## src/rtl/vend_pkg.sv

```systemverilog
`default_nettype none
// +----------------------------------------------------------------------+
// | Module   : vend_pkg                                                  |
// | Purpose  : Shared types and constants for the vending lane scheduler |
// | Revision : 1.0 - initial release                                     |
// +----------------------------------------------------------------------+
package vend_pkg;

    // Credit is tracked in 5-unit steps; 4 bits covers every legal maximum.
    localparam int CREDIT_W = 4;

    // Scheduler states
    typedef enum logic [2:0] {
        ST_IDLE   = 3'd0,
        ST_CREDIT = 3'd1,
        ST_VEND   = 3'd2,
        ST_CHANGE = 3'd3,
        ST_FAULT  = 3'd4
    } vend_state_e;

    // Coin acceptor codes
    localparam logic [1:0] COIN_NONE = 2'b00;
    localparam logic [1:0] COIN_5    = 2'b01;
    localparam logic [1:0] COIN_10   = 2'b10;
    localparam logic [1:0] COIN_BAD  = 2'b11;

    // Value of a coin code in 5-unit steps (invalid / none are worth 0)
    function automatic logic [CREDIT_W-1:0] coin_steps(input logic [1:0] code);
        case (code)
            COIN_5:  return CREDIT_W'(1);
            COIN_10: return CREDIT_W'(2);
            default: return CREDIT_W'(0);
        endcase
    endfunction

endpackage
`default_nettype wire

```

## src/rtl/rr_lane_arb.sv

```systemverilog
`default_nettype none
// +----------------------------------------------------------------------+
// | Module   : rr_lane_arb                                               |
// | Purpose  : Round-robin arbiter over NLANES eligibility bits. Search  |
// |            starts at the pointer and wraps; the pointer moves to     |
// |            grant+1 when the grant is accepted.                       |
// | Revision : 1.0 - initial release                                     |
// +----------------------------------------------------------------------+
module rr_lane_arb #(
    parameter int NLANES = 4
) (
    input  logic                      clk,
    input  logic                      rst_n,
    input  logic [NLANES-1:0]         elig_i,
    input  logic                      accept_i,
    output logic [$clog2(NLANES)-1:0] grant_o,
    output logic                      valid_o
);

    localparam int             IW       = $clog2(NLANES);
    localparam logic [IW:0]    c_nlanes = (IW+1)'(NLANES);
    localparam logic [IW-1:0]  c_last   = IW'(NLANES - 1);

    logic [IW-1:0] ptr_q;
    logic [IW-1:0] ptr_d;
    logic [IW:0]   w_cand;
    logic [IW-1:0] w_grant;
    logic          w_found;

    // First eligible lane at or after the pointer, wrapping modulo NLANES
    always_comb begin
        w_cand  = '0;
        w_grant = '0;
        w_found = 1'b0;
        for (int i = 0; i < NLANES; i++) begin
            w_cand = {1'b0, ptr_q} + (IW+1)'(i);
            if (w_cand >= c_nlanes) begin
                w_cand = w_cand - c_nlanes;
            end
            if (!w_found && elig_i[w_cand[IW-1:0]]) begin
                w_found = 1'b1;
                w_grant = w_cand[IW-1:0];
            end
        end
    end

    assign grant_o = w_grant;
    assign valid_o = w_found;

    // Pointer advances past the accepted grant only
    always_comb begin
        ptr_d = ptr_q;
        if (accept_i && w_found) begin
            ptr_d = (w_grant == c_last) ? '0 : w_grant + IW'(1);
        end
    end

    // Pointer register
    always_ff @(posedge clk or negedge rst_n) begin
        if (!rst_n) begin
            ptr_q <= '0;
        end else begin
            ptr_q <= ptr_d;
        end
    end

endmodule
`default_nettype wire

```

## src/rtl/vend_lane_scheduler.sv

```systemverilog
`default_nettype none
// +----------------------------------------------------------------------+
// | Module   : vend_lane_scheduler                                       |
// | Purpose  : Multi-lane vending sequencer: coin credit, round-robin    |
// |            lane grant, shared motor req/done handshake with timeout, |
// |            change payout as chg5 pulses.                             |
// | Options  : VEND_PRESELECT_EN - latch one pending lane selected       |
// |            before enough credit, vend it once credit suffices.       |
// | Revision : 1.0 - initial release                                     |
// +----------------------------------------------------------------------+
module vend_lane_scheduler #(
    parameter int NLANES     = 4,
    parameter int PRICE      = 4,
    parameter int CREDIT_MAX = 7,
    parameter int STOCK_INIT = 3,
    parameter int MOTOR_TO   = 15
) (
    input  logic                           clk,
    input  logic                           rst_n,
    input  logic [1:0]                     coin_i,
    input  logic [NLANES-1:0]              sel_i,
    input  logic                           cancel_i,
    output logic                           motor_go_o,
    output logic [$clog2(NLANES)-1:0]      motor_lane_o,
    input  logic                           motor_done_i,
    output logic                           dispense_o,
    output logic                           chg5_o,
    output logic                           coin_reject_o,
    output logic                           busy_o,
    output logic                           fault_o,
    output logic [NLANES-1:0]              stock_empty_o,
    output logic [vend_pkg::CREDIT_W-1:0]  credit_o
);

    import vend_pkg::*;

    localparam int LW = $clog2(NLANES);
    localparam int SW = (STOCK_INIT < 1) ? 1 : $clog2(STOCK_INIT + 1);
    localparam int TW = (MOTOR_TO < 2) ? 1 : $clog2(MOTOR_TO);

    localparam logic [CREDIT_W-1:0] c_price      = CREDIT_W'(PRICE);
    localparam logic [CREDIT_W:0]   c_credit_max = (CREDIT_W+1)'(CREDIT_MAX);
    localparam logic [TW-1:0]       c_to_last    = TW'(MOTOR_TO - 1);
    localparam logic [SW-1:0]       c_stock_init = SW'(STOCK_INIT);

    vend_state_e         state_q, state_d;
    logic [CREDIT_W-1:0] credit_q, credit_d;
    logic                fault_q, fault_d;
    logic                motor_go_q, motor_go_d;
    logic [LW-1:0]       lane_q, lane_d;
    logic [TW-1:0]       to_q, to_d;
    logic                dispense_q, dispense_d;
    logic                chg5_q, chg5_d;
    logic                reject_q, reject_d;

    logic                stock_dec;
    logic [NLANES-1:0]   w_in_stock;
    logic                w_can_buy;
    logic [NLANES-1:0]   w_elig;
    logic [NLANES-1:0]   w_arb_elig;
    logic                w_arb_accept;
    logic [LW-1:0]       w_arb_grant;
    logic                w_arb_valid;
    logic [CREDIT_W-1:0] w_coin_val;
    logic [CREDIT_W:0]   w_coin_sum;

    // Per-lane stock counters; decrement only on a completed vend, saturate at 0
    for (genvar gi = 0; gi < NLANES; gi++) begin : g_lane
        logic [SW-1:0] stock_q;

        assign w_in_stock[gi] = (stock_q != '0);

        // Stock counter for this lane
        always_ff @(posedge clk or negedge rst_n) begin
            if (!rst_n) begin
                stock_q <= c_stock_init;
            end else if (stock_dec && (lane_q == LW'(gi)) && w_in_stock[gi]) begin
                stock_q <= stock_q - SW'(1);
            end
        end
    end

    // Selection is judged against the credit held before any same-cycle coin
    assign w_can_buy = (credit_q >= c_price);
    assign w_elig    = sel_i & w_in_stock & {NLANES{w_can_buy}};

`ifdef VEND_PRESELECT_EN
    logic          pend_vld_q;
    logic [LW-1:0] pend_lane_q;
    logic          w_sel_hit;
    logic [LW-1:0] w_sel_low;
    logic          w_pend_fire;

    // Lowest in-stock requested lane is the candidate for the pending slot
    always_comb begin
        w_sel_hit = 1'b0;
        w_sel_low = '0;
        for (int i = NLANES - 1; i >= 0; i--) begin
            if (sel_i[i] && w_in_stock[i]) begin
                w_sel_hit = 1'b1;
                w_sel_low = LW'(i);
            end
        end
    end

    assign w_pend_fire = (state_q == ST_CREDIT) && pend_vld_q && w_can_buy
                         && w_in_stock[pend_lane_q];
    assign w_arb_elig  = w_pend_fire ? (NLANES'(1) << pend_lane_q) : w_elig;

    // One-deep pending lane: cleared by cancel or by its grant, overwritten by later sel
    always_ff @(posedge clk or negedge rst_n) begin
        if (!rst_n) begin
            pend_vld_q  <= 1'b0;
            pend_lane_q <= '0;
        end else if ((state_q == ST_CREDIT) && cancel_i) begin
            pend_vld_q  <= 1'b0;
        end else if (w_arb_accept) begin
            pend_vld_q  <= 1'b0;
        end else if (((state_q == ST_IDLE) || (state_q == ST_CREDIT))
                     && !w_can_buy && w_sel_hit) begin
            pend_vld_q  <= 1'b1;
            pend_lane_q <= w_sel_low;
        end
    end
`else
    assign w_arb_elig = w_elig;
`endif

    rr_lane_arb #(
        .NLANES (NLANES)
    ) u_arb (
        .clk      (clk),
        .rst_n    (rst_n),
        .elig_i   (w_arb_elig),
        .accept_i (w_arb_accept),
        .grant_o  (w_arb_grant),
        .valid_o  (w_arb_valid)
    );

    assign w_coin_val = coin_steps(coin_i);
    assign w_coin_sum = {1'b0, credit_q} + {1'b0, w_coin_val};

    // Next-state, coin acceptance, motor handshake, timeout and payout
    always_comb begin
        state_d      = state_q;
        credit_d     = credit_q;
        fault_d      = fault_q;
        motor_go_d   = motor_go_q;
        lane_d       = lane_q;
        to_d         = to_q;
        dispense_d   = 1'b0;
        chg5_d       = 1'b0;
        reject_d     = 1'b0;
        stock_dec    = 1'b0;
        w_arb_accept = 1'b0;

        // Coins are only banked while the machine is taking credit
        case (state_q)
            ST_IDLE, ST_CREDIT: begin
                if (coin_i == COIN_BAD) begin
                    reject_d = 1'b1;
                end else if (coin_i != COIN_NONE) begin
                    if (w_coin_sum > c_credit_max) begin
                        reject_d = 1'b1;
                    end else begin
                        credit_d = w_coin_sum[CREDIT_W-1:0];
                    end
                end
            end
            default: begin
                reject_d = (coin_i != COIN_NONE);
            end
        endcase

        case (state_q)
            ST_IDLE: begin
                if (credit_d != '0) begin
                    state_d = ST_CREDIT;
                end
            end
            ST_CREDIT: begin
                if (cancel_i) begin
                    state_d = ST_CHANGE;
                end else if (w_arb_valid) begin
                    w_arb_accept = 1'b1;
                    lane_d       = w_arb_grant;
                    motor_go_d   = 1'b1;
                    to_d         = '0;
                    state_d      = ST_VEND;
                end
            end
            ST_VEND: begin
                if (motor_done_i) begin
                    motor_go_d = 1'b0;
                    dispense_d = 1'b1;
                    credit_d   = credit_q - c_price;
                    stock_dec  = 1'b1;
                    state_d    = ST_CHANGE;
                end else if (to_q == c_to_last) begin
                    // Abandon the vend; credit is kept whole for the refund
                    fault_d    = 1'b1;
                    motor_go_d = 1'b0;
                    state_d    = ST_CHANGE;
                end else begin
                    to_d = to_q + TW'(1);
                end
            end
            ST_CHANGE: begin
                if (credit_q != '0) begin
                    chg5_d   = 1'b1;
                    credit_d = credit_q - CREDIT_W'(1);
                end else begin
                    state_d = fault_q ? ST_FAULT : ST_IDLE;
                end
            end
            ST_FAULT: begin
                state_d = ST_FAULT;
            end
            default: begin
                state_d = ST_IDLE;
            end
        endcase
    end

    // State, credit and registered pulse outputs
    always_ff @(posedge clk or negedge rst_n) begin
        if (!rst_n) begin
            state_q    <= ST_IDLE;
            credit_q   <= '0;
            fault_q    <= 1'b0;
            motor_go_q <= 1'b0;
            lane_q     <= '0;
            to_q       <= '0;
            dispense_q <= 1'b0;
            chg5_q     <= 1'b0;
            reject_q   <= 1'b0;
        end else begin
            state_q    <= state_d;
            credit_q   <= credit_d;
            fault_q    <= fault_d;
            motor_go_q <= motor_go_d;
            lane_q     <= lane_d;
            to_q       <= to_d;
            dispense_q <= dispense_d;
            chg5_q     <= chg5_d;
            reject_q   <= reject_d;
        end
    end

    assign motor_go_o    = motor_go_q;
    assign motor_lane_o  = lane_q;
    assign dispense_o    = dispense_q;
    assign chg5_o        = chg5_q;
    assign coin_reject_o = reject_q;
    assign fault_o       = fault_q;
    assign credit_o      = credit_q;
    assign stock_empty_o = ~w_in_stock;
    assign busy_o        = (state_q == ST_VEND) || (state_q == ST_CHANGE)
                           || (state_q == ST_FAULT);

endmodule
`default_nettype wire

```

## config.mk

```make
export PLATFORM = sky130hd
export DESIGN_NAME = vend_lane_scheduler
export DESIGN_NICKNAME = d
export VERILOG_FILES = /design/src/rtl/vend_pkg.sv /design/src/rtl/rr_lane_arb.sv /design/src/rtl/vend_lane_scheduler.sv
export SDC_FILE = /design/constraint.sdc
export NUM_CORES = 1
export LEC_CHECK = 0
export ABC_CLOCK_PERIOD_IN_PS = 2100
export CORE_MARGIN = 4
export CORE_UTILIZATION = 49
export CTS_CLUSTER_SIZE = 16
export DETAILED_ROUTE_END_ITERATION = 10
export PLACE_DENSITY_LB_ADDON = 0.1
export SLEW_MARGIN = 40
export SYNTH_ARGS = -nofsm -noshare
export SYNTH_HDL_FRONTEND = slang
export SYNTH_SLANG_ARGS = --single-unit
```

## constraint.sdc

```tcl
create_clock -name clk -period 2.1 [get_ports clk]
set_input_delay 0.315 -clock clk [delete_from_list [all_inputs] [get_ports clk]]
set_output_delay 0.315 -clock clk [all_outputs]
set_load 0.02 [all_outputs]
```

======== Yosys cells after proc, flatten, opt, wreduce, memory -nomap -nowiden ========
Cells that the tools add are included.
storage, ports and cells
  register bits after elaboration ......... 28
  input bits .............................. 10
  word-level logic and storage cells ...... 156
cells by class
  add/sub/neg operators ................... 16
  order comparisons ....................... 10
  equal/unequal tests ..................... 20
  mux-type cells .......................... 58
  bitwise gates (word level) .............. 5
  reduce and logical (&&, ||, !) cells .... 33
operators by type and width
  operator                                                        count
  two-way mux 4 bit                                               10
  two-way mux 1 bit                                               23
  two-way mux 3 bit                                               7
  two-way mux 2 bit                                               9
  one-hot mux 4 bit (2 select lines)                              2
  subtractor 2 x 1 -> 2 bit (second input constant)               8
  one-hot mux 3 bit (5 select lines)                              1
  logical AND 1 bit                                               12
  less-than comparator 2 x 3 -> 1 bit (second input constant)     4
  nonzero test 2 bit                                              6
  equality test 2 bit (second input constant)                     5
  inequality test 2 bit (second input constant)                   5
  greater-or-equal comparator 3 bit (second input constant)       3
  AND 4 bit                                                       2
  binary-select mux 1 bit (select 2 bit)                          4
  AND reduction 4 bit                                             2
  nonzero test 4 bit                                              2
  adder 2 x 2 -> 3 bit (second input constant)                    2
  equality test 3 x 2 -> 1 bit (second input constant)            2
  AND reduction 3 bit                                             2
  adder 4 x 4 -> 5 bit                                            1
  greater-than comparator 5 x 3 -> 1 bit (second input constant)  1
  AND reduction 5 bit                                             1
  adder 4 x 1 -> 4 bit (second input constant)                    1
  other kinds (22)                                                27

======== Depth between registers and ports, before layout ========
Gate-level depths: netlist of the first run.
  depth after elaboration ................. 19
  gate-level depth with buffers ........... 8
  gate-level depth less buffers ........... 8

======== Modules after synthesis ========
A second synthesis of the first run with hierarchy kept.
unflattened totals
  cell total of the unflattened synthesis .. 187
  area total of the unflattened synthesis .. 1,806.7 µm²
by module, submodules not included
  module               times used  cells each  area each (µm²)  sequential area each (µm²)
  vend_lane_scheduler  1           167         1,642.8          660.6
  rr_lane_arb          1           20          163.9            50.0

======== Worst setup path after synthesis of the first run ========
OpenSTA, ideal clock, no wires.
  path type ............................... register to register
  from .................................... register credit_q[0] (netlist: credit_o[0])
  to ...................................... register credit_q[0] (netlist: credit_o[0])
  arrival ................................. 2.148 ns
  data required time ...................... 2.010 ns
  path slack .............................. -0.139 ns
  cell stages (with the launch flop) ...... 8
  period minus slack after synthesis ...... 2.239 ns
  path through ............................ dfrtp_1 > ha_1 > inv_1 > fa_1 > o221a_2 > o21ai_2 > mux2_2 > o221ai_1
between the ends
  longest elaborated chain between the ends .. 8
ends and longest elaborated chain
  element                                 line                                                    text
  start, declared                         vend_lane_scheduler.sv:47                               logic [CREDIT_W-1:0] credit_q, credit_d;
  start signal, assigned                  vend_lane_scheduler.sv:239                              credit_q <= credit_d;
  adder 4 x 4 -> 5 bit                    vend_lane_scheduler.sv:141                              assign w_coin_sum = {1'b0, credit_q} + {1'b0, w_coin_val};
  greater-than comparator 5 x 3 -> 1 bit  vend_lane_scheduler.sv:163                              if (w_coin_sum > c_credit_max) begin
  two-way mux 4 bit                       vend_lane_scheduler.sv:163
  two-way mux 4 bit                       vend_lane_scheduler.sv:162                              end else if (coin_i != COIN_NONE) begin
  two-way mux 4 bit                       vend_lane_scheduler.sv:160                              if (coin_i == COIN_BAD) begin
  two-way mux 4 bit                       vend_lane_scheduler.sv:158                              case (state_q)
  two-way mux 4 bit (on tied branches)    vend_lane_scheduler.sv:209, vend_lane_scheduler.sv:193
  one-hot mux 4 bit (2 select lines) *    vend_lane_scheduler.sv:175                              case (state_q)
Mark *: on every way between the ends. The rest lies on a longest branch, timed or not.
A chain may end at the register's enable or synchronous reset.

======== Final worst setup path of the first run ========
  from .................................... input port coin_i[1]
  to ...................................... register credit_q[0] (netlist: credit_o[0])
between the ends
  longest elaborated chain between the ends .. 10
ends and longest elaborated chain
  element                                                                     line                                                    text
  start, declared                                                             vend_lane_scheduler.sv:20                               input logic [1:0] coin_i,
  equality test 2 bit / equality test 2 x 1 -> 1 bit (equally long branches)  vend_pkg.sv:29                                          case (code)
  one-hot mux 2 bit (2 select lines)                                          vend_pkg.sv:29
  adder 4 x 4 -> 5 bit                                                        vend_lane_scheduler.sv:141
  greater-than comparator 5 x 3 -> 1 bit                                      vend_lane_scheduler.sv:163
  two-way mux 4 bit                                                           vend_lane_scheduler.sv:163
  two-way mux 4 bit                                                           vend_lane_scheduler.sv:162
  two-way mux 4 bit *                                                         vend_lane_scheduler.sv:160
  two-way mux 4 bit *                                                         vend_lane_scheduler.sv:158
  two-way mux 4 bit (on tied branches)                                        vend_lane_scheduler.sv:209, vend_lane_scheduler.sv:193
  one-hot mux 4 bit (2 select lines) *                                        vend_lane_scheduler.sv:175
Marked as above.

==> summary.txt, run 1 <==
CTS
  – Worst skew pair latency: approximately 0.33 ns
  – CTS tree: built
  – Clock sink total: 28
  – Clock buffer depth: 2
  – Clk slew on worst S/H paths: 0.16 ns
  – Depth of the CTS H-tree: 1
  – Num CTS Buffers: 3
  – CTS root buf: clkbuf_4
  – Hold buffer count at cts: 0

Logic synthesis
  – Area leader, netlist: dfrtp_1
  – Post-synth top area share: ~28%
  – Syn Area/Cell: between 9 and 10 µm²
  – Post-Syn Nets: 211
  – Share of flip-flops with an asynchronous set or reset: 100%
  – Post-Syn Area: ~1800 µm²
  – Post-synthesis sequential area ratio: approximately 40%
  – Yosys reg bits: 28
  – Synth Warn #: 0
  – Post-synth EDFFs: 0
  – Area contributors post-synth: dfrtp_1 (28%), dfstp_2 (12%), ha_1 (9.2%)
  – Dominant register cell in the synthesized netlist: dfrtp_1
  – Cell count after synthesis: 187
  – Count leader, synth: inv_1
  – Commonest cells in the netlist: inv_1 (23), dfrtp_1 (20), nand2_1 (15), o21ai_0 (15), ha_1 (13)
  – Count of cell types in the netlist: 50

Timing
  – Final clock skew: roughly 0.0043 ns
  – Slew Limit Headroom: approximately 68%
  – Tmin final: 2.02 ns
  – Final WS setup: between 0.07 and 0.08 ns
  – Hold_ws: roughly 0.34 ns
  – Final Cycle Share: between 90% and 100%
  – Fin. max-slew vios: 0
  – Fmax: a little under 500 MHz
  – Unrepaired setup endpoints after global routing: yes
  – Final Hold Vio Count: 0
  – Least-Margin Pin Slew: roughly 0.46 ns
  – Final setup fails: 0
  – Setup TNS Final: 0 ns

Pwr
  – Power per cell area: roughly 1200 nW/µm²
  – Total Power: 2.96 mW
  – Peak supply drop: 0.564 mV
  – Clock power share: approximately a tenth
  – Switch Pwr: 1.25 mW
  – Combinational share of power: just under 60%
  – Flop pwr share: 29.8%
  – Lkg Pwr: about 1.1 nW
  – Int Pwr: 1.71 mW
  – Sw frac: 42.2%

Worst setup path
  – Crit path buf inv count: 2
  – CP Class: primary input to flop
  – Setup crit start kind: primary input
  – Worst EP required: about 2.4 ns
  – Max incr delay on CP: ~0.38 ns
  – CP max FO: 5
  – Crit-path leading delay family: compound AO/OA/AOI/OAI gates
  – Critical Path, Cell by Cell: dlygate4sd2_1, nor2b_4, ha_4, inv_1, fa_2, o221a_4, o21ai_4, mux2_2, o221ai_2
  – CP arrival: between 2 and 2.5 ns
  – Slowest cell on crit path: fa_2
  – Crit end category: flop

Placement
  – RD Place Congestion: between 0.8 and 0.9
  – I/O Buffers: 25
  – DP Worst Slack: -0.574 ns
  – Final HPWL DP: 3.25 mm
  – DP Area: approximately 2300 µm²

Global route
  – Vias in the first global route: approximately 1,600
  – GR Overflow Total: 0
  – Largest net degree at the start of global routing: 29
  – GRT Overall Usage: 20.8%
  – Initial antenna violation count: 0
  – First-pass GRT wire length: 7.31 mm

Flow run
  – Maxcap violations: 0

Drt
  – Antenna Nets Post-Route: 0
  – Vias post-DR: around 1,600
  – Routed WL: approximately 4.2 mm
  – DRT iter0 DRCs: 95
  – Average wire per standard cell: 14.8 µm
  – Pre-Repair DR Iteration Count: 4
  – DRC Markers: 0
  – Vias per cell: between 5 and 6

Die
  – Row count: 21
  – IO Pins: 26
  – Die area: roughly 4700 µm²
  – Core ar.: approximately 3400 µm²
  – Die Wd: a little under 70 µm
  – Die Y: between 60 and 70 µm
  – Initial core utilization: roughly 52%

Final layout
  – Fraction of layout cells with a size suffix above 1: between 20% and 30%
  – Fill count: ~270
  – Diodes inserted: 0
  – # nets final: approximately 260
  – Final Cell Area: 2430 µm²
  – Area grow syn2layout: 36.9%

Run status
  – Status: finished clean

Hold path
  – Worst hold path class: primary input to async pin
-- through the flow --
step | std cells | utilization [%]
after global routing | 285 | 71.2
after CTS | 283 | 69.7
after floorplan | 187 | -
final | 285 | 71.2
after detailed placement | 277 | 67.2
after global placement | 277 | 67.2
-- power by group through the flow --
stage	combinational [mW]	sequential, mW	clock [mW]
floorplan	0.950	0.951	0
global placement	1.61	0.886	0
detailed placement	1.67	0.892	0
global route	1.96	0.904	0.358
finish	1.77	0.881	0.311
CTS	1.73	0.874	0.325
-- layer usage --
| layer | global-route usage (%) | part of all wire, % |
|---|---|---|
| met2 | 35.0 | 51 |
| met4 | 7.20 | 0.86 |
| met3 | 3.12 | 3.5 |
| met5 | 0 | 0 |
| met1 | 27.1 | 44 |
-- state kept, by name (all words and copies together), names as in the netlist --
name            count
fault_o             1
coin_reject_o       1
u_arb.ptr_q         2
chg5_o              1
credit_o            4
motor_lane_o        2
to_q                4
g_lane.stock_q      8
motor_go_o          1
dispense_o          1
state_q             3
-- cell type report --
cell class                 count  area, µm²  area share, %
clock buffer                   4       47.5           1.95
inverter                      23       86.3           3.55
multi-input combinational    132       1080           44.2
sequential                    28        714           29.4
tap                           46       57.6           2.37
timing repair buffer          52        450           18.5
-- worst paths after layout --
check | start | endpoint | slack [ns] | cells after the start
setup reg to reg | g_lane[2].stock_q[0] | u_arb.ptr_q[1] | 0.08 | 7
max in group asynchronous | rst_n | g_lane[1].stock_q[0] | 1.45 | 2
hold reg to reg | g_lane[3].stock_q[1] | g_lane[3].stock_q[1] | 0.49 | 2
min in group clk | coin_i[0] | coin_reject_o | 0.43 | 2
setup / recovery | coin_i[1] | credit_o[0] | 0.08 | 9
hold / removal | rst_n | coin_reject_o | 0.34 | 2
-- cells in the final DEF (no fill, tap or decap), drive strengths merged, types with 3 or more instances in the layout --
master and count:
o21ai 16, nand2b 6, a31oi 3, xnor2 6
nand3 10, inv 23, clkdlybuf4s50 20, nor2b 4
clkbuf 4, a21oi 6, nand2 15, dfstp 8
mux2 4, dlygate4sd2 4, mux2i 3, dfrtp 20
ha 13, o211ai 3, o221ai 5, buf 27
nor2 4
-- repair_timing --
| item | 4_1_cts | 5_1_grt |
|---|---|---|
| buffers inserted | 2 | 2 |
| setup endpoints to repair | 7 | 9 |
| pin swaps | 1 | 8 |
| gates cloned | 0 | 0 |
| gates resized for setup | 10 | 10 |
-- kinds of logic after synthesis --
group | after synthesis | share of synthesized area (%)
AND/OR/NAND/NOR | 53 | 16.6
AO/OA/AOI/OAI | 51 | 19.6
XOR/XNOR | 6 | 2.96
flip-flops | 28 | 40.0
adder cells (fa/ha/maj) | 15 | 10.8
multiplexers | 7 | 4.23
buffers and inverters | 27 | 5.77
No activity file was read; power rests on OpenSTA's default activity.
==> inputs of run 2 (changes only) <==
Settings changed: ABC_CLOCK_PERIOD_IN_PS 2100 to 2600, CELL_PAD_IN_SITES_DETAIL_PLACEMENT from default to 1, CELL_PAD_IN_SITES_GLOBAL_PLACEMENT from default to 1, CORE_UTILIZATION 49 to 45.
Clock period 2.1 ns to 2.6 ns, I/O delays scaled along.
==> run 2 against run 1 <==
  * Clock-buffer cell count unchanged
  * Final cell count decreased by 5.6%
  * Via count decreased by 2.7%
  * Sequential power decreased by 16%
  * Non-clock buffer count decreased by 18
  * Setup slack improved by 0.030 ns
  * First-iteration DRC count decreased by 51%
  * Worst hold slack improved by 0.14 ns
  * Largest power group unchanged
  * Combinational power decreased by 31%
  * Global-route usage decreased by 1.5 points
  * Die area increased by 7.8%
  * Register-to-register slack improved by 0.12 ns
==> summary.txt, run 2 (synthesis gave the netlist of run 1 again) <==
CTS
  – Post-CTS sizing: 0 (-10)
  – Number of post-CTS setup repair buffers: 0 (-2)
  – CTS root buf: clkbuf_8
  – Clock sink total: 28 (unchanged)
  – Worst skew pair latency: 0.27 ns (-0.06 ns)
  – CTS tree: built
  – Clock buffer depth: 2 (unchanged)
  – Hold buffer count at cts: 0 (unchanged)
  – Clk slew on worst S/H paths: 0.10 ns (-0.06 ns)
  – Num CTS Buffers: 3 (unchanged)
  – Depth of the CTS H-tree: 1 (unchanged)

Global route
  – GRT Overall Usage: 19.3% (-1.5 points)
  – First-pass GRT wire length: 7.89 mm (+7.8%)
  – Largest net degree at the start of global routing: 29 (unchanged)
  – Vias in the first global route: 1,608 (+0.63%)
  – GR Overflow Total: 0 (unchanged)
  – Initial antenna violation count: 0 (unchanged)

Pwr
  – Switch Pwr: 0.977 mW (-22%)
  – Power per cell area: 1020 nW/µm² (-16%)
  – Int Pwr: 1.26 mW (-26%)
  – Clock power share: 12.2% (+1.7 points)
  – Sw frac: 43.6% (+1.5 points)
  – Total Power: 2.24 mW (-24%)
  – Combinational share of power: 54.5% (-5.2 points)
  – Peak supply drop: 0.436 mV (-23%)
  – Flop pwr share: 33.2% (+3.4 points)
  – Lkg Pwr: 0.948 nW (-11%)

Worst setup path
  – R2R Path Start: g_lane[3].stock_q[0]
  – Worst EP required: 2.77 ns (+0.42 ns)
  – Crit end category: flop
  – Setup crit start kind: primary input
  – Worst reg2reg path depth: 6 (-1)
  – R2R setup slack: 0.20 ns (+0.12 ns)
  – CP max FO: 3 (-2)
  – R2r endpoint: u_arb.ptr_q[1]
  – CP Class: primary input to flop
  – CP arrival: 2.67 ns (+0.39 ns)

Die
  – Core ar.: 3740 µm² (+9.6%)
  – Die area: 5020 µm² (+7.8%)
  – IO Pins: 26 (unchanged)
  – Die Y: 70.8 µm (+3.8%)
  – Die Wd: 70.8 µm (+3.8%)
  – Row count: 22 (+4.8%)
  – Initial core utilization: 47.5% (-4.6 points)

Timing
  – Final clock skew: 0.00328 ns (-0.00105 ns)
  – Unrepaired setup endpoints after global routing: no
  – Tmin final: between 2 and 2.5 ns
  – Fin. max-slew vios: 0 (unchanged)
  – Least-Margin Pin Slew: 0.522 ns (+0.0593 ns)
  – Final Cycle Share: roughly 96%
  – Hold_ws: 0.484 ns (+0.141 ns)
  – Final WS setup: 0.106 ns (+0.0302 ns)
  – Slew Limit Headroom: 64.9% (-3.5 points)
  – Fmax: about 400 MHz
  – Final Hold Vio Count: 0 (unchanged)
  – Final setup fails: 0 (unchanged)

Drt
  – Vias per cell: 5.80 (+3.0%)
  – Antenna Nets Post-Route: 0 (unchanged)
  – Met2 routed WL: 2.39 mm (+11%)
  – Pre-Repair DR Iteration Count: 4 (unchanged)
  – DRC Markers: 0 (unchanged)
  – M1 WL: 2.06 mm (+11%)
  – Average wire per standard cell: 17.3 µm (+17%)
  – Routed WL: 4.64 mm (+10%)
  – Vias post-DR: 1,561 (-2.7%)
  – DR WL met3: 163 µm (+9.4%)
  – Top Metal Used: met4
  – DRT iter0 DRCs: 47 (-51%)

Final layout
  – Area grow syn2layout: 23.6%
  – Commonest non-fill, non-tap cell in the layout: clkdlybuf4s50_1
  – Fraction of layout cells with a size suffix above 1: 14.5% (-14 points)
  – Diodes inserted: 0 (unchanged)
  – Most flops, register: g_lane.stock_q
  – Highest-count cells in the layout ignoring fill and taps: clkdlybuf4s50_1 (25), inv_1 (23), dfrtp_1 (20), o21ai_0 (15), nand2_1 (15)
  – Fill count: 437 (+61%)
  – Max FFs per register: 8 (unchanged)
  – # nets final: 246 (-6.8%)

Placement
  – I/O Buffers: 25 (unchanged)
  – Final HPWL DP: 3.51 mm (+7.9%)
  – DP Worst Slack: -0.198 ns (+0.376 ns)
  – RD Place Congestion: 0.778 (-5.2%)

Flow run
  – Maxcap violations: 0 (unchanged)

Hold path
  – Worst hold path class: primary input to async pin

Run status
  – Status: finished clean
==> run 2: worst max-delay path, stage by stage <==
cell and delay, ns:
clkdlybuf4s50_1 0.49, nor2b_1 0.19, ha_1 0.20, inv_1 0.06
fa_2 0.53, a21oi_1 0.06, or4_1 0.49, a41o_1 0.25
==> run 2: power groups by stage <==
stage          clock (mW)  sequential [mW]  combinational (mW)
2_1_floorplan           0            0.761               0.736
3_3_place_gp            0            0.734                1.15
3_5_place_dp            0            0.747                1.20
4_1_cts             0.278            0.742                1.22
5_1_grt             0.300            0.767                1.35
6_report            0.274            0.744                1.22
==> run 2: through the flow <==
| step | cell area [µm²] | util, % | setup TNS (ns) | cells |
|---|---|---|---|---|
| floorplan | 1780 | - | 0 | 187 |
| global placement | 2140 | 57.1 | -0.144 | 265 |
| detailed placement | 2140 | 57.1 | -0.674 | 265 |
| CTS | 2190 | 58.6 | 0 | 269 |
| global route | 2200 | 58.7 | 0 | 269 |
| finish | 2200 | 58.7 | 0 | 269 |
==> run 2: cell type report <==
| type | count | area [µm²] | share of cell area [%] |
|---|---|---|---|
| inverters | 23 | 86.3 | 3.93 |
| multi-input cells | 132 | 966 | 44.0 |
| well taps | 48 | 60.1 | 2.74 |
| repair buffers | 34 | 318 | 14.5 |
| clock buffers | 4 | 55.1 | 2.51 |
| flip-flops and latches | 28 | 711 | 32.4 |
==> run 2: per-layer routing <==
layer | track usage [%] | vias to the layer above
met4 | 5.01 | 0
met5 | 0 | -
met1 | 24.6 | 782
li1 | - | 742
met2 | 34.5 | 33
met3 | 2.56 | 4
==> run 2: worst max path at each step <==
stage	start	slack (ns)	cells past startpoint	endpoint
final	coin_i[0]	0.11	8	state_q[0]
after global routing	coin_i[0]	0.006	9	state_q[0]
after CTS	coin_i[0]	0.08	9	credit_o[0]
after detailed placement	coin_i[0]	-0.20	9	credit_o[0]
after global placement	coin_i[0]	-0.07	9	state_q[0]
after floorplan	credit_o[0]	0.36	7	credit_o[0]
==> RTL change (flow settings as in run 1) <==
The 5 states of `vend_state_e` get a one-hot encoding in 5 bits.
--- a/src/rtl/vend_pkg.sv
+++ b/src/rtl/vend_pkg.sv
@@ -10,12 +10,12 @@
     localparam int CREDIT_W = 4;
 
     // Scheduler states
-    typedef enum logic [2:0] {
-        ST_IDLE   = 3'd0,
-        ST_CREDIT = 3'd1,
-        ST_VEND   = 3'd2,
-        ST_CHANGE = 3'd3,
-        ST_FAULT  = 3'd4
+    typedef enum logic [4:0] {
+        ST_IDLE   = 5'b00001,
+        ST_CREDIT = 5'b00010,
+        ST_VEND   = 5'b00100,
+        ST_CHANGE = 5'b01000,
+        ST_FAULT  = 5'b10000
     } vend_state_e;
 
     // Coin acceptor codes
Function: no difference found for any inputs over 10 cycles, from zero or initial values and one cycle with rst_n low; not proved beyond that.
==> RTL change against run 1 <==
The run now ends with setup timing left. Critical endpoint is now u_arb.ptr_q[1]. Power grew 8.1%. Routed wire length rose by 5.8%. Critical path type is now flop to flop. Design area increased by 7.6%. Global-route usage fell by 1.7 points. Worst setup slack worse by 190 ps. Combinational power is 4% lower. Area after synthesis rose by 7.1%. First-iteration DRC count increased by 2.1%. Sequential cell count rose by 2.
==> RTL change: results (changes against run 1) <==
| Metric | Value |
|---|---|
| Status | `finished with violations` |
| Failing checks | `setup timing` |
| Post-Route Setup TNS | `-112 ps (-112 ps)` |
| N_diodes | `0 (unchanged)` |
| Pre-antenna DRT Iters | `4 (unchanged)` |
| Crit path DAT | `2370 ps (+90 ps)` |
| Most frequent cells after synthesis | `dfrtp_1 (21), inv_1 (20), nor2_1 (18), nand2_1 (15), ha_1 (13)` |
| Initial DRC Count | `97 (+2.1%)` |
| Min-delay worst type | `input port to asynchronous set/reset pin` |
| Count of cell types in the netlist | `51 (+2.0%)` |
| CP delay by family, top | `simple AND/OR/NAND/NOR gates` |
| Root Buffer | `clkbuf_8` |
| Crit path max fanout | `4 (-1)` |
| Setup WS post-layout | `-112 ps (-187 ps)` |
| Met2 WL | `2.28 mm (+5.9%)` |
| Share of cells above drive strength 1 | `31.6% (+2.7 points)` |
| CTS buffer count | `5 (+2)` |
| Total Nets Final | `273 (+3.4%)` |
| Synth area leaders | `dfrtp_1 (28%), dfstp_2 (12%), ha_1 (8.5%), xnor2_1 (4.6%), inv_1 (3.9%)` |
| Htree depth | `2 (+1)` |
| M1 wire length | `1.88 mm (+0.86%)` |
| Pin slew with the least headroom to its limit | `521 ps (+58.7 ps)` |
| CTS clk-pin slew, worst paths | `70 ps (-90 ps)` |
| Routed length on met3 | `209 um (+40%)` |
| Place WS | `-546 ps (+27.8 ps)` |
| FILL cells | `280 (+2.9%)` |
| Dpl hpwl | `3.31 mm (+1.8%)` |
| Post-synthesis instance total | `200 (+7.0%)` |
| Critical Path Start | `g_lane[2].stock_q[0]` |
| Antenna violations before repair | `0 (unchanged)` |
| Post-synth ARST share | `100% (unchanged)` |
| Clock Skews | `6.13 ps (+1.80 ps)` |
| Largest net degree at the start of global routing | `31 (+6.9%)` |
| Total track usage | `19.1% (-1.7 points)` |
| Placed insts | `289 (+4.3%)` |
| Leak | `1.16 nW (+9.3%)` |
| Endpoints failing setup | `1 (+1)` |
| First-pass GRT wire length | `7.47 mm (+2.2%)` |
| Syn nets | `224 (+6.2%)` |
| Regs by FF count | `g_lane.stock_q (8), state_q (5)` |
| R2R cell count | `8 (+1)` |
| CP max-delay cell | `dfstp_2` |
| Post-route insts no fill | `298 (+4.6%)` |
| Sequential fraction of the synthesis area | `40.0% (about the same)` |
| Syn. warnings | `0 (unchanged)` |
| Peak VDD IR | `0.746 mV (+32%)` |
| CTS max path bufs | `2 (unchanged)` |
| Total Wirelength | `4.45 mm (+5.8%)` |
| Final RePlAce weighted congestion | `0.881 (+7.3%)` |
| PortBufs | `25 (unchanged)` |
| CP peak stage delay | `530 ps (+150 ps)` |
| Worst-Skew Late Latency | `280 ps (-50 ps)` |
| Vias | `1640 (+2.2%)` |
==> RTL change: layer usage <==
metal,global-route usage (%),vias to the layer above
met5,0,-
met4,6.81,0
met3,5.04,10
met2,32.5,38
met1,22.9,783
li1,-,809
==> RTL change: worst max-delay path by stage <==
stage / end / slack (ps) / cells past startpoint
after floorplan: u_arb.ptr_q[1] / -70 / 8
after global placement: state_q[0] / -460 / 9
after detailed placement: state_q[0] / -550 / 9
after CTS: u_arb.ptr_q[1] / -70 / 8
after global routing: u_arb.ptr_q[1] / -200 / 8
final: u_arb.ptr_q[1] / -110 / 8
==> RTL change: worst reg2reg max path: cells and delay by family, from the launching register on <==
family        cells  cell delay [ps]
buf+inv           2              180
mux               1              260
flops             1              530
fa+ha+maj         2              550
simple gates      3              580
==> RTL change: logic make-up (layout without fill, tap and decap cells) <==
| kind of cell | Yosys count | after routing | share of synthesized area, % |
|---|---|---|---|
| AOI/OAI and AO/OA | 35 | 35 | 12.6 |
| DFF | 30 | 30 | 40.0 |
| buffers and inverters | 26 | 76 | 5.85 |
| adders and majority gates | 14 | 14 | 9.60 |
| xor gates and xnor gates | 11 | 11 | 5.06 |
| muxes | 7 | 7 | 4.21 |
| and+or+nand+nor | 77 | 77 | 22.7 |
==> RTL change: where the power goes <==
part / total (mW) / switching, mW / internal, mW / leakage (nW)
registers: 1.01 / 0.244 / 0.769 / 0.361
clock network: 0.485 / 0.222 / 0.263 / 0.0472
logic: 1.70 / 0.835 / 0.865 / 0.752
==> RTL change: what timing repair did <==
action | CTS | global route
gates resized for setup | 17 | 14
gates cloned | 0 | 0
setup endpoints to repair | 8 | 14
pin swaps | 4 | 0
buffers inserted | 1 | 0
==> RTL change: layout make-up <==
type | instances | area [um^2] | share of cell area (%)
clock buffer | 6 | 82.6 | 3.15
clock inverter | 2 | 12.5 | 0.478
sequential | 30 | 766 | 29.3
tap | 48 | 60.1 | 2.29
multi-input combinational | 144 | 1200 | 45.8
timing repair buffer | 48 | 423 | 16.2
inverter | 20 | 75.1 | 2.87
==> RTL change: metrics by stage <==
step	instance area [um^2]	hold WS (ps)	total power, mW
2_1_floorplan	1960	19.4	2.01
3_3_place_gp	2390	465	2.49
3_5_place_dp	2390	473	2.56
4_1_cts	2570	434	3.16
5_1_grt	2620	459	3.44
6_report	2620	422	3.20
